### src/rtl/high_score_pkg.sv
// Shared types and defaults for the high-score tracker slice.
// Latency: n/a (declarations only).
// Backpressure: n/a.
package high_score_pkg;

   localparam int DEF_DIGITS      = 2;
   localparam int DEF_ADDR_W      = 6;
   localparam int DEF_RD_LAT      = 4;
   localparam int DEF_GUEST_ADDR  = 40;
   localparam int DEF_GLOBAL_ADDR = 40;

   typedef logic [3:0] bcdDigit_t;

   typedef enum logic [3:0] {
      IDLE,
      ARMED,
      READ_USER,
      CMP_USER,
      WRITE_USER,
      READ_GLOBAL,
      CMP_GLOBAL,
      WRITE_GLOBAL,
      DONE
   } trackerState_t;

   function automatic logic isBcd(input bcdDigit_t d);
      return d <= 4'd9;
   endfunction

endpackage

### src/rtl/score_ram_port.sv
// Digit sequencer: reads or writes one DIGITS-long BCD record on the score RAM.
// Latency: read DIGITS*(RD_LAT+1) cycles, write 3*DIGITS cycles; opDone in the last cycle.
// Backpressure: none; a start pulse always (re)launches an operation.
// Ports: start/base/writeMode/wrVec launch an op; rdVec holds read digits (MSD in top
// nibble); ram_addr/ram_wdata/ram_we drive the RAM, ram_rdata returns its data.
module score_ram_port
   import high_score_pkg::*;
#(
   parameter int DIGITS = DEF_DIGITS,
   parameter int ADDR_W = DEF_ADDR_W,
   parameter int RD_LAT = DEF_RD_LAT
) (
   input  logic                clk,
   input  logic                rst,
   input  logic                start,
   input  logic                writeMode,
   input  logic [ADDR_W-1:0]   base,
   input  logic [4*DIGITS-1:0] wrVec,
   output logic [4*DIGITS-1:0] rdVec,
   output logic                opDone,
   output logic [ADDR_W-1:0]   ram_addr,
   output logic [3:0]          ram_wdata,
   output logic                ram_we,
   input  logic [3:0]          ram_rdata
);
   localparam int SUB_W = $clog2(RD_LAT + 3);
   localparam int DIG_W = (DIGITS > 1) ? $clog2(DIGITS) : 1;
   localparam logic [SUB_W-1:0] RD_LAST  = SUB_W'(RD_LAT);
   localparam logic [SUB_W-1:0] WR_LAST  = SUB_W'(2);
   localparam logic [DIG_W-1:0] DIG_LAST = DIG_W'(DIGITS - 1);

   logic                active;
   logic                isWrite;
   logic [SUB_W-1:0]    subCnt;
   logic [DIG_W-1:0]    digCnt;
   logic [4*DIGITS-1:0] wrVecQ;
   logic                digitEnd;

   // Digit d of a record lives in nibble DIGITS-1-d (most significant first).
   function automatic bcdDigit_t pick(input logic [4*DIGITS-1:0] v, input logic [DIG_W-1:0] d);
      return v[4*(DIGITS-1-int'(d)) +: 4];
   endfunction

   assign digitEnd = (subCnt == (isWrite ? WR_LAST : RD_LAST));
   assign opDone   = active && digitEnd && (digCnt == DIG_LAST);

   // Address/data are registered and only move on a digit boundary, so the RAM
   // sees a stable address for the whole read window and across the we pulse.
   always_ff @(posedge clk) begin
      if (rst) begin
         active    <= 1'b0;
         isWrite   <= 1'b0;
         subCnt    <= '0;
         digCnt    <= '0;
         wrVecQ    <= '0;
         rdVec     <= '0;
         ram_addr  <= '0;
         ram_wdata <= '0;
         ram_we    <= 1'b0;
      end else if (start) begin
         active    <= 1'b1;
         isWrite   <= writeMode;
         subCnt    <= '0;
         digCnt    <= '0;
         wrVecQ    <= wrVec;
         ram_addr  <= base;
         ram_wdata <= writeMode ? wrVec[4*DIGITS-1 -: 4] : 4'd0;
         ram_we    <= 1'b0;
      end else if (active) begin
         subCnt <= subCnt + SUB_W'(1);
         if (isWrite) begin
            // setup / strobe / hold: we is high only in the middle cycle
            ram_we <= (subCnt == '0);
         end else if (digitEnd) begin
            rdVec[4*(DIGITS-1-int'(digCnt)) +: 4] <= ram_rdata;
         end
         if (digitEnd) begin
            subCnt <= '0;
            if (digCnt == DIG_LAST) begin
               active <= 1'b0;
            end else begin
               digCnt   <= digCnt + DIG_W'(1);
               ram_addr <= ram_addr + ADDR_W'(1);
               if (isWrite) ram_wdata <= pick(wrVecQ, digCnt + DIG_W'(1));
            end
         end
      end
   end

endmodule

### src/rtl/high_score_tracker.sv
// High-score tracker: on game-over compares the final BCD score with the user's and global records, rewrites beaten ones.
// Latency: 12..35 cycles from game_over to done (DIGITS=2, RD_LAT=4); done is a one-cycle pulse.
// Backpressure: none; game_start/game_over are ignored while busy.
// Ports: game_start/game_over/user_addr/score from game+auth; ram_* to the single-port score RAM;
// disp_score/disp_global/new_personal/new_global held results; busy/done status.
module high_score_tracker
   import high_score_pkg::*;
#(
   parameter int DIGITS      = DEF_DIGITS,
   parameter int ADDR_W      = DEF_ADDR_W,
   parameter int GUEST_ADDR  = DEF_GUEST_ADDR,
   parameter int GLOBAL_ADDR = DEF_GLOBAL_ADDR,
   parameter int RD_LAT      = DEF_RD_LAT,
   parameter int TIE_UPDATES = 1
) (
   input  logic                clk,
   input  logic                rst,
   input  logic                game_start,
   input  logic                game_over,
   input  logic [ADDR_W-1:0]   user_addr,
   input  logic [4*DIGITS-1:0] score,
   input  logic [3:0]          ram_rdata,
   output logic [ADDR_W-1:0]   ram_addr,
   output logic [3:0]          ram_wdata,
   output logic                ram_we,
   output logic [4*DIGITS-1:0] disp_score,
   output logic                disp_global,
   output logic                new_personal,
   output logic                new_global,
   output logic                busy,
   output logic                done
);
   localparam logic [ADDR_W-1:0] GUEST_BASE  = ADDR_W'(GUEST_ADDR);
   localparam logic [ADDR_W-1:0] GLOBAL_BASE = ADDR_W'(GLOBAL_ADDR);

   trackerState_t       state, nextState;
   logic [ADDR_W-1:0]   userAddrQ;
   logic [4*DIGITS-1:0] scoreQ;
   logic [4*DIGITS-1:0] storedRec;
   logic                seqStart, seqWrite, seqDone;
   logic [ADDR_W-1:0]   seqBase;
   logic                invalid, beaten;

   score_ram_port #(
      .DIGITS(DIGITS),
      .ADDR_W(ADDR_W),
      .RD_LAT(RD_LAT)
   ) ramPort (
      .clk      (clk),
      .rst      (rst),
      .start    (seqStart),
      .writeMode(seqWrite),
      .base     (seqBase),
      .wrVec    (scoreQ),
      .rdVec    (storedRec),
      .opDone   (seqDone),
      .ram_addr (ram_addr),
      .ram_wdata(ram_wdata),
      .ram_we   (ram_we),
      .ram_rdata(ram_rdata)
   );

   // BCD vectors of valid digits order the same way as the numbers they encode,
   // so a whole-vector unsigned compare gives the numeric result.
   always_comb begin
      invalid = 1'b0;
      for (int d = 0; d < DIGITS; d++) begin
         if (!isBcd(storedRec[4*d +: 4])) invalid = 1'b1;
      end
      beaten = invalid || (scoreQ > storedRec) ||
               ((TIE_UPDATES != 0) && (scoreQ == storedRec));
   end

   always_ff @(posedge clk) begin
      if (rst) state <= IDLE;
      else     state <= nextState;
   end

   always_comb begin
      nextState = state;
      case (state)
         IDLE:         if (game_start) nextState = ARMED;
         ARMED:        if (game_over)
                          nextState = (user_addr != GUEST_BASE) ? READ_USER : READ_GLOBAL;
         READ_USER:    if (seqDone) nextState = CMP_USER;
         CMP_USER:     nextState = beaten ? WRITE_USER : DONE;
         WRITE_USER:   if (seqDone) nextState = READ_GLOBAL;
         READ_GLOBAL:  if (seqDone) nextState = CMP_GLOBAL;
         CMP_GLOBAL:   nextState = beaten ? WRITE_GLOBAL : DONE;
         WRITE_GLOBAL: if (seqDone) nextState = DONE;
         DONE:         nextState = IDLE;
         default:      nextState = IDLE;
      endcase
   end

   // The sequencer is launched on the edge that enters a RAM state, so that
   // state lasts exactly as long as the sequencer's operation.
   always_comb begin
      seqStart = (nextState != state) &&
                 (nextState inside {READ_USER, WRITE_USER, READ_GLOBAL, WRITE_GLOBAL});
      seqWrite = nextState inside {WRITE_USER, WRITE_GLOBAL};
      if (nextState inside {READ_GLOBAL, WRITE_GLOBAL}) seqBase = GLOBAL_BASE;
      else if (state == ARMED)                            seqBase = user_addr;
      else                                                seqBase = userAddrQ;
      busy = !(state inside {IDLE, ARMED});
      done = (state == DONE);
   end

   always_ff @(posedge clk) begin
      if (rst) begin
         userAddrQ    <= '0;
         scoreQ       <= '0;
         disp_score   <= '0;
         disp_global  <= 1'b0;
         new_personal <= 1'b0;
         new_global   <= 1'b0;
      end else begin
         case (state)
            IDLE: if (game_start) begin
               disp_score   <= '0;
               disp_global  <= 1'b0;
               new_personal <= 1'b0;
               new_global   <= 1'b0;
            end
            ARMED: if (game_over) begin
               userAddrQ <= user_addr;
               scoreQ    <= score;
            end
            CMP_USER: begin
               if (beaten) begin
                  new_personal <= 1'b1;
               end else begin
                  disp_score  <= storedRec;
                  disp_global <= 1'b0;
               end
            end
            CMP_GLOBAL: begin
               if (beaten) begin
                  new_global  <= 1'b1;
                  disp_score  <= scoreQ;
                  disp_global <= 1'b1;
               end else if (userAddrQ != GUEST_BASE) begin
                  // registered user only gets here after a new personal best
                  disp_score  <= scoreQ;
                  disp_global <= 1'b0;
               end else begin
                  disp_score  <= storedRec;
                  disp_global <= 1'b1;
               end
            end
            default: ;
         endcase
      end
   end

endmodule

### config.mk
export PLATFORM = sky130hd
export DESIGN_NAME = high_score_tracker
export DESIGN_NICKNAME = d
export VERILOG_FILES = /design/src/rtl/high_score_pkg.sv /design/src/rtl/score_ram_port.sv /design/src/rtl/high_score_tracker.sv
export SDC_FILE = /design/constraint.sdc
export NUM_CORES = 1
export LEC_CHECK = 0
export ABC_AREA = 1
export CAP_MARGIN = 20
export CORE_UTILIZATION = 45
export CTS_BUF_LIST = sky130_fd_sc_hd__clkbuf_2
export DETAILED_ROUTE_END_ITERATION = 7
export GPL_TIMING_DRIVEN = 0
export MAX_ROUTING_LAYER = met4
export PLACE_DENSITY = 0.7
export SLEW_MARGIN = 5
export SYNTH_ARGS = -nofsm -noshare
export SYNTH_HDL_FRONTEND = slang
export SYNTH_HIERARCHICAL = 1
export SYNTH_SLANG_ARGS = --single-unit
### constraint.sdc
create_clock -name clk -period 2.8 [get_ports clk]
set_input_delay 0.56 -clock clk [delete_from_list [all_inputs] [get_ports clk]]
set_output_delay 0.56 -clock clk [all_outputs]
set_load 0.02 [all_outputs]
Word-level counts from Yosys, hierarchy flattened
Index checks and enable logic that the tools add are counted.
{ "word_totals": {"regBits": 62, "latchBits": 0, "ramBits": 0, "rom_bits": 0, "output_inout_bits": 24, "wordCells": 125, "n_memories": 0} }
{ "classes": {"n_addsub": 6, "n_mul": 0, "div_mod_pow": 0, "magnitude_cmp": 3, "n_eq_ne": 22, "shifts": 3, "mux": 45, "n_bitwise": 2, "n_reduce_logical": 28} }
{ "ops": {"columns": ["cell", "n"], "rows": [
  ["two-way mux 4 bit", 14],
  ["two-way mux 6 bit", 6],
  ["negator 32 -> 33 bit", 1],
  ["variable shift 4 x 33 -> 8 bit, first input constant", 1],
  ["variable part select 4 x 33 -> 8 bit", 1],
  ["two-way mux 8 bit", 4],
  ["one-hot mux 4 bit (8 select lines)", 1],
  ["variable part select 8 x 32 -> 4 bit", 1],
  ["== test 4 x 3 -> 1 bit, second input constant", 7],
  ["one-hot mux 8 bit (3 select lines)", 1],
  ["nonzero test 2 bit", 8],
  ["== test 4 x 2 -> 1 bit, second input constant", 3],
  ["two-way mux 1 bit", 12],
  ["inequality test 6 bit, second input constant", 2],
  ["AND reduction 3 bit", 4],
  ["two-way mux 3 bit", 3],
  ["bitwise mux 8 bit", 1],
  ["== test 8 bit", 1],
  ["greater-than comparator 8 bit", 1],
  ["<= comparator 4 bit, second input constant", 2],
  ["inequality test 2 bit, second input constant", 4],
  ["AND reduction 4 bit", 2],
  ["adder 6 x 1 -> 6 bit, second input constant", 1],
  ["AND reduction 2 bit", 3],
  ["19 further kinds", 25]
]} }

Logic depth before layout (Yosys ltp)
{ "depth": {"word_depth": 12, "ltp_mapped": 23, "mapped_depth_nobuf": 22} }

By module
The synthesis kept the hierarchy.
{ "by_module_without_submodules": {"columns": ["module", "instances", "cells_per_inst", "area_each_um2"], "rows": [
  ["high_score_tracker", 1, 299, 1964.4],
  ["score_ram_port", 1, 244, 1655.3]
]} }

Worst setup path after synthesis
Ideal clock, no wire load.
{ "synth_timing": {"path_kind": "register to register", "start": "register ramPort.active", "end": "register ramPort.rdVec[0]", "setup_ns": 0.113, "arrival_time_ns": 2.541, "t_required_ns": 2.687, "slack_ns": 0.146, "stages_incl_launch_ff": 23, "synth_period_minus_slack_ns": 2.654, "cell_sequence": "dfxtp_1 > inv_2 > nor2_8 > nand3_4 > nor2_1 > inv_1 > nand2_1 > nor2_1 > nand2_1 > nand3_1 > a21oi_1 > nand2_1 > nand2_1 > nor2_1 > nor2_1 > nor2_1 > buf_2 > nor2_2 > inv_2 > nor3_4 > nand2_1 > nand2_1 > nor2_1"} }
{ "synth_between": {"elab_chain_cells": 9} }
{ "synth_lines": {"columns": ["item", "line_no", "rtl"], "rows": [
  ["start, declared", "score_ram_port.sv:32", "logic active;"],
  ["start signal, assigned", "score_ram_port.sv:51", "active <= 1'b0;"],
  ["start signal, assigned", "score_ram_port.sv:61", "active <= 1'b1;"],
  ["start signal, assigned", "score_ram_port.sv:80", "active <= 1'b0;"],
  ["logical AND 1 bit * (2 in series)", "score_ram_port.sv:45", "assign opDone = active && digitEnd && (digCnt == DIG_LAST);"],
  ["named net seqDone", "high_score_tracker.sv:40", "logic seqStart, seqWrite, seqDone;"],
  ["two-way mux 4 bit, on equally long branches", null, null],
  ["one-hot mux 4 bit (8 select lines) *", "high_score_tracker.sv:81", "case (state)"],
  ["== test 4 x 2 -> 1 bit or == test 4 x 3 -> 1 bit (tied branches)", "high_score_tracker.sv:100", "(nextState inside {READ_USER, WRITE_USER, READ_GLOBAL, WRITE_GLOBAL});"],
  ["nonzero test 4 bit", "high_score_tracker.sv:100", null],
  ["logical AND 1 bit *", "high_score_tracker.sv:99", "seqStart = (nextState != state) &&"],
  ["named net seqStart", "high_score_tracker.sv:40", null],
  ["inverter 1 bit (no source line) *", null, null],
  ["AND reduction 4 bit (no source line) *", null, null],
  ["end signal, assigned by index", "score_ram_port.sv:75", "rdVec[4*(DIGITS-1-int'(digCnt)) +: 4] <= ram_rdata;"],
  ["end, declared", "score_ram_port.sv:19", "output logic [4*DIGITS-1:0] rdVec,"]
]} }
Mark *: on every way through the listed nets, which the timed path passes. The rest lies on a longest branch.
A chain may end at the register's enable or synchronous reset.

Worst setup path in the final report
{ "layout_timing": {"start": "register ramPort.isWrite", "end": "register ramPort.rdVec[3]"} }
{ "layout_between": {"elab_chain_cells": 11} }
{ "layout_lines": {"columns": ["item", "line_no", "rtl"], "rows": [
  ["start, declared", "score_ram_port.sv:33", "logic isWrite;"],
  ["start signal, assigned", "score_ram_port.sv:62", "isWrite <= writeMode;"],
  ["two-way mux 3 bit *", "score_ram_port.sv:44", "assign digitEnd = (subCnt == (isWrite ? WR_LAST : RD_LAST));"],
  ["== test 3 bit *", "score_ram_port.sv:44", null],
  ["logical AND 1 bit * (2 in series)", "score_ram_port.sv:45", null],
  ["named net seqDone", "high_score_tracker.sv:40", null],
  ["two-way mux 4 bit, on equally long branches", null, null],
  ["one-hot mux 4 bit (8 select lines) *", "high_score_tracker.sv:81", null],
  ["== test 4 x 2 -> 1 bit or == test 4 x 3 -> 1 bit (tied branches)", "high_score_tracker.sv:100", null],
  ["nonzero test 4 bit", "high_score_tracker.sv:100", null],
  ["logical AND 1 bit *", "high_score_tracker.sv:99", null],
  ["named net seqStart", "high_score_tracker.sv:40", null],
  ["inverter 1 bit (no source line) *", null, null],
  ["AND reduction 4 bit (no source line) *", null, null]
]} }
Marks and branches as above.

==> results_dict.tcl <==
set metrics [dict create \
    crit_slowest_cell "dfxtp_4" \
    setup_ws_ps 150.5 \
    synth_common_cells "134 x nand2_1, 70 x a21oi_1, 68 x inv_1" \
    drt_iter0_markers 135 \
    synth_cell_types 35 \
    antenna_cells 0 \
    synthTopCellsByArea "dfxtp_1 34%, nand2_1 14%, a21oi_1 9.7%, inv_1 7.1%, nor2_1 6.1%" \
    status "completed" \
    arrival_ps 3050 \
    cp_num_buf_inv 4 \
    cts_made_buffers 9 \
    worst_slew_pin_slew_ps 523.3 \
    synth_area_um2 3620 \
    seq_area_um2 1277 \
    grt.total_usage_pct 22.29 \
    totalPowerFinal_mw 2.025 \
    num-nets-final 655 \
    route.detailed.drc 0 \
    antenna_found_initial 0 \
    vias_per_cell 4.967 \
    wirelength_um 9141 \
    cp-end-kind "flop" \
    skew_ps 32.21 \
    drive_above_1_share_pct 23.76 \
    synth_edf_count 0 \
    slew-limit-headroom_pct 65.12 \
    dr.pass1.iters 4 \
    cp_data_required_time_ps 3200 \
    power.density_nw_per_um2 426.4 \
    holdWs_ps 466.0 \
    crit_type "reg -> reg" \
    htreeDepth 3 \
    max_freq_mhz 377.4 \
    grt_pass1_wl_um 14550 \
    start_util_pct 46.60 \
    synth_most_common_cell "nand2_1" \
    grt_pass1_vias 3076 \
    portBuffers 45 \
    setup_violations 0 \
    vdd_drop_max_mv 0.2444 \
    ys_seq_area_share_pct 34.29 \
    crit_chain "inv_2 > nand2_2 > nand2_4 > nand3_4 > nor2_4 > nor2_1 > o21ai_0 > nand2_1 > nand2_1 > nor2_2 > nand3_1 > nand3_1 > nor2_1 > nor2_1 > buf_6 > nor2_4 > inv_4 > nor3_4 > buf_6 > nand2_1 > nand2_1 > nor2_1" \
    synthCells 543 \
    hold_viol_final 0 \
    synthToLayoutAreaGrowth_pct 31.21 \
    yosysTopAreaCell "dfxtp_1" \
    syn_avg_cell_area_um2 6.666 \
    fp.coreArea_um2 7767 \
    async_reset_ff_share_pct 0 \
    min_path_type "reg -> reg" \
    grt_max_degree 11 \
    cts_tree "done" \
    die-height_um 91.69 \
    synth_top_area_share_pct 34.29 \
    grt-ovfl-total 0 \
    setup_tns_ps 0 \
    dp_slack_ps -546.8 \
    vias 3621 \
    nFillCells 746 \
    die_area_um2 8406 \
    fin_crit_sh_pct 94.63 \
    critical_path.max_stage_delay_ps 400 \
    cp_max_fo 8 \
    syn_nets 576 \
    cts.clk_slew.worst_paths_ps 180 \
    hpwl_um 6481 \
    ys.flop_type "dfxtp_1" \
    cts-root-buf "clkbuf_2" \
    multi_input_area_um2 2223 \
    drv_cap 0 \
    period_minus_slack_ps 2650 \
    io_pins 46 \
    wl_per_cell_um 12.54 \
    start_kind "flop" \
    clock_path_buffers 2 \
    clock_latency_ps 480 \
    synth_warnings 6 \
    ant_nets 0 \
    cts.sinks 62 \
    slew_violations 0 \
    rows 32 \
    cp_top_family "simple AND/OR/NAND/NOR gates" \
    die_w_um 91.69 \
    gp_congestion 0.8813 \
    p_leak_nw 1.992 \
    synth-seq-cells 62 \
]
worst paths after layout:
path / from / end / slack [ps] / depth (start not counted)
max: ramPort/isWrite / ramPort/rdVec[3] / 150 / 22
min: new_personal / new_personal / 470 / 2
max reg2reg: ramPort/isWrite / ramPort/rdVec[3] / 150 / 22
min reg2reg: new_personal / new_personal / 470 / 2
sequential cells by signal (all words and copies together) (netlist names):
name / flops
disp_score: 8
ramPort/active: 1
ramPort/ram_wdata: 4
new_global: 1
ramPort/wrVecQ: 8
ramPort/ram_addr: 6
state: 4
userAddrQ: 6
ramPort/isWrite: 1
ramPort/rdVec: 8
disp_global: 1
ramPort/digCnt: 1
ramPort/subCnt: 3
new_personal: 1
ramPort/ram_we: 1
scoreQ: 8
through the flow:
step,utilization (%),cells,area [µm²]
floorplan,-,543,3620
global placement,54.04,690,4198
detailed placement,54.04,690,4198
CTS,56.11,709,4358
global route,61.15,729,4750
finish,61.15,729,4750
layout make-up:
cell class | instances | share of cell area [%]
Multi-Input combinational cell | 386 | 46.81
Sequential cell | 62 | 26.90
Timing Repair Buffer | 68 | 13.20
Inverter | 78 | 6.322
Tap cell | 102 | 2.687
Buffer | 17 | 2.371
Clock buffer | 11 | 1.159
Clock inverter | 5 | 0.5532
what timing repair did:
| action | 4_1_cts | 5_1_grt |
|---|---|---|
| endpoints found under the setup margin | 33 | 27 |
| cloned | 0 | 0 |
| setup buffers | 3 | 20 |
| resized for setup | 18 | 63 |
| pin swaps | 2 | 27 |
| hold buffers | 0 | 0 |
power breakdown:
part	switching (mW)	internal [mW]
Sequential	0.0411	0.925
Clock	0.333	0.117
Combinational	0.357	0.252
cell usage in the layout, fill, tap and decap left out, types with 8 or more instances in the layout:
cell type and count:
nand3_1 25, nand2_1 119, inv_1 63, nand4_1 8, o21ai_0 28, a21oi_1 66, buf_4 23, clkbuf_2 11
nand2_2 18, dfxtp_4 8, clkdlybuf4s50_1 45, dfxtp_1 49, nand2_4 12, nor2_1 54, inv_2 12
worst reg2reg max path, delay by kind of cell (launching register included):
family / cells / cell delay [ps]
compound gates: 1 / 180
buf+inv: 4 / 440
flops: 1 / 400
simple gates: 17 / 1590
logic make-up after synthesis:
group | Yosys count | share of synthesized area [%]
XOR/XNOR | 1 | 0.2420
buffers and inverters | 95 | 10.82
adder cells (fa/ha/maj) | 11 | 3.802
AO/OA/AOI/OAI | 109 | 15.83
flip-flops | 62 | 34.29
AND/OR/NAND/NOR | 265 | 35.02
routing by layer:
metal / up-vias / GRT usage (%) / share of wire (%)
li1: 1899 / - / -
met1: 1617 / 28.70 / 47
met2: 87 / 35.84 / 47
met3: 18 / 3.566 / 4.1
met4: 0 / 7.143 / 2.1
met5: - / - / 0
No activity file was read; power rests on OpenSTA's default activity.
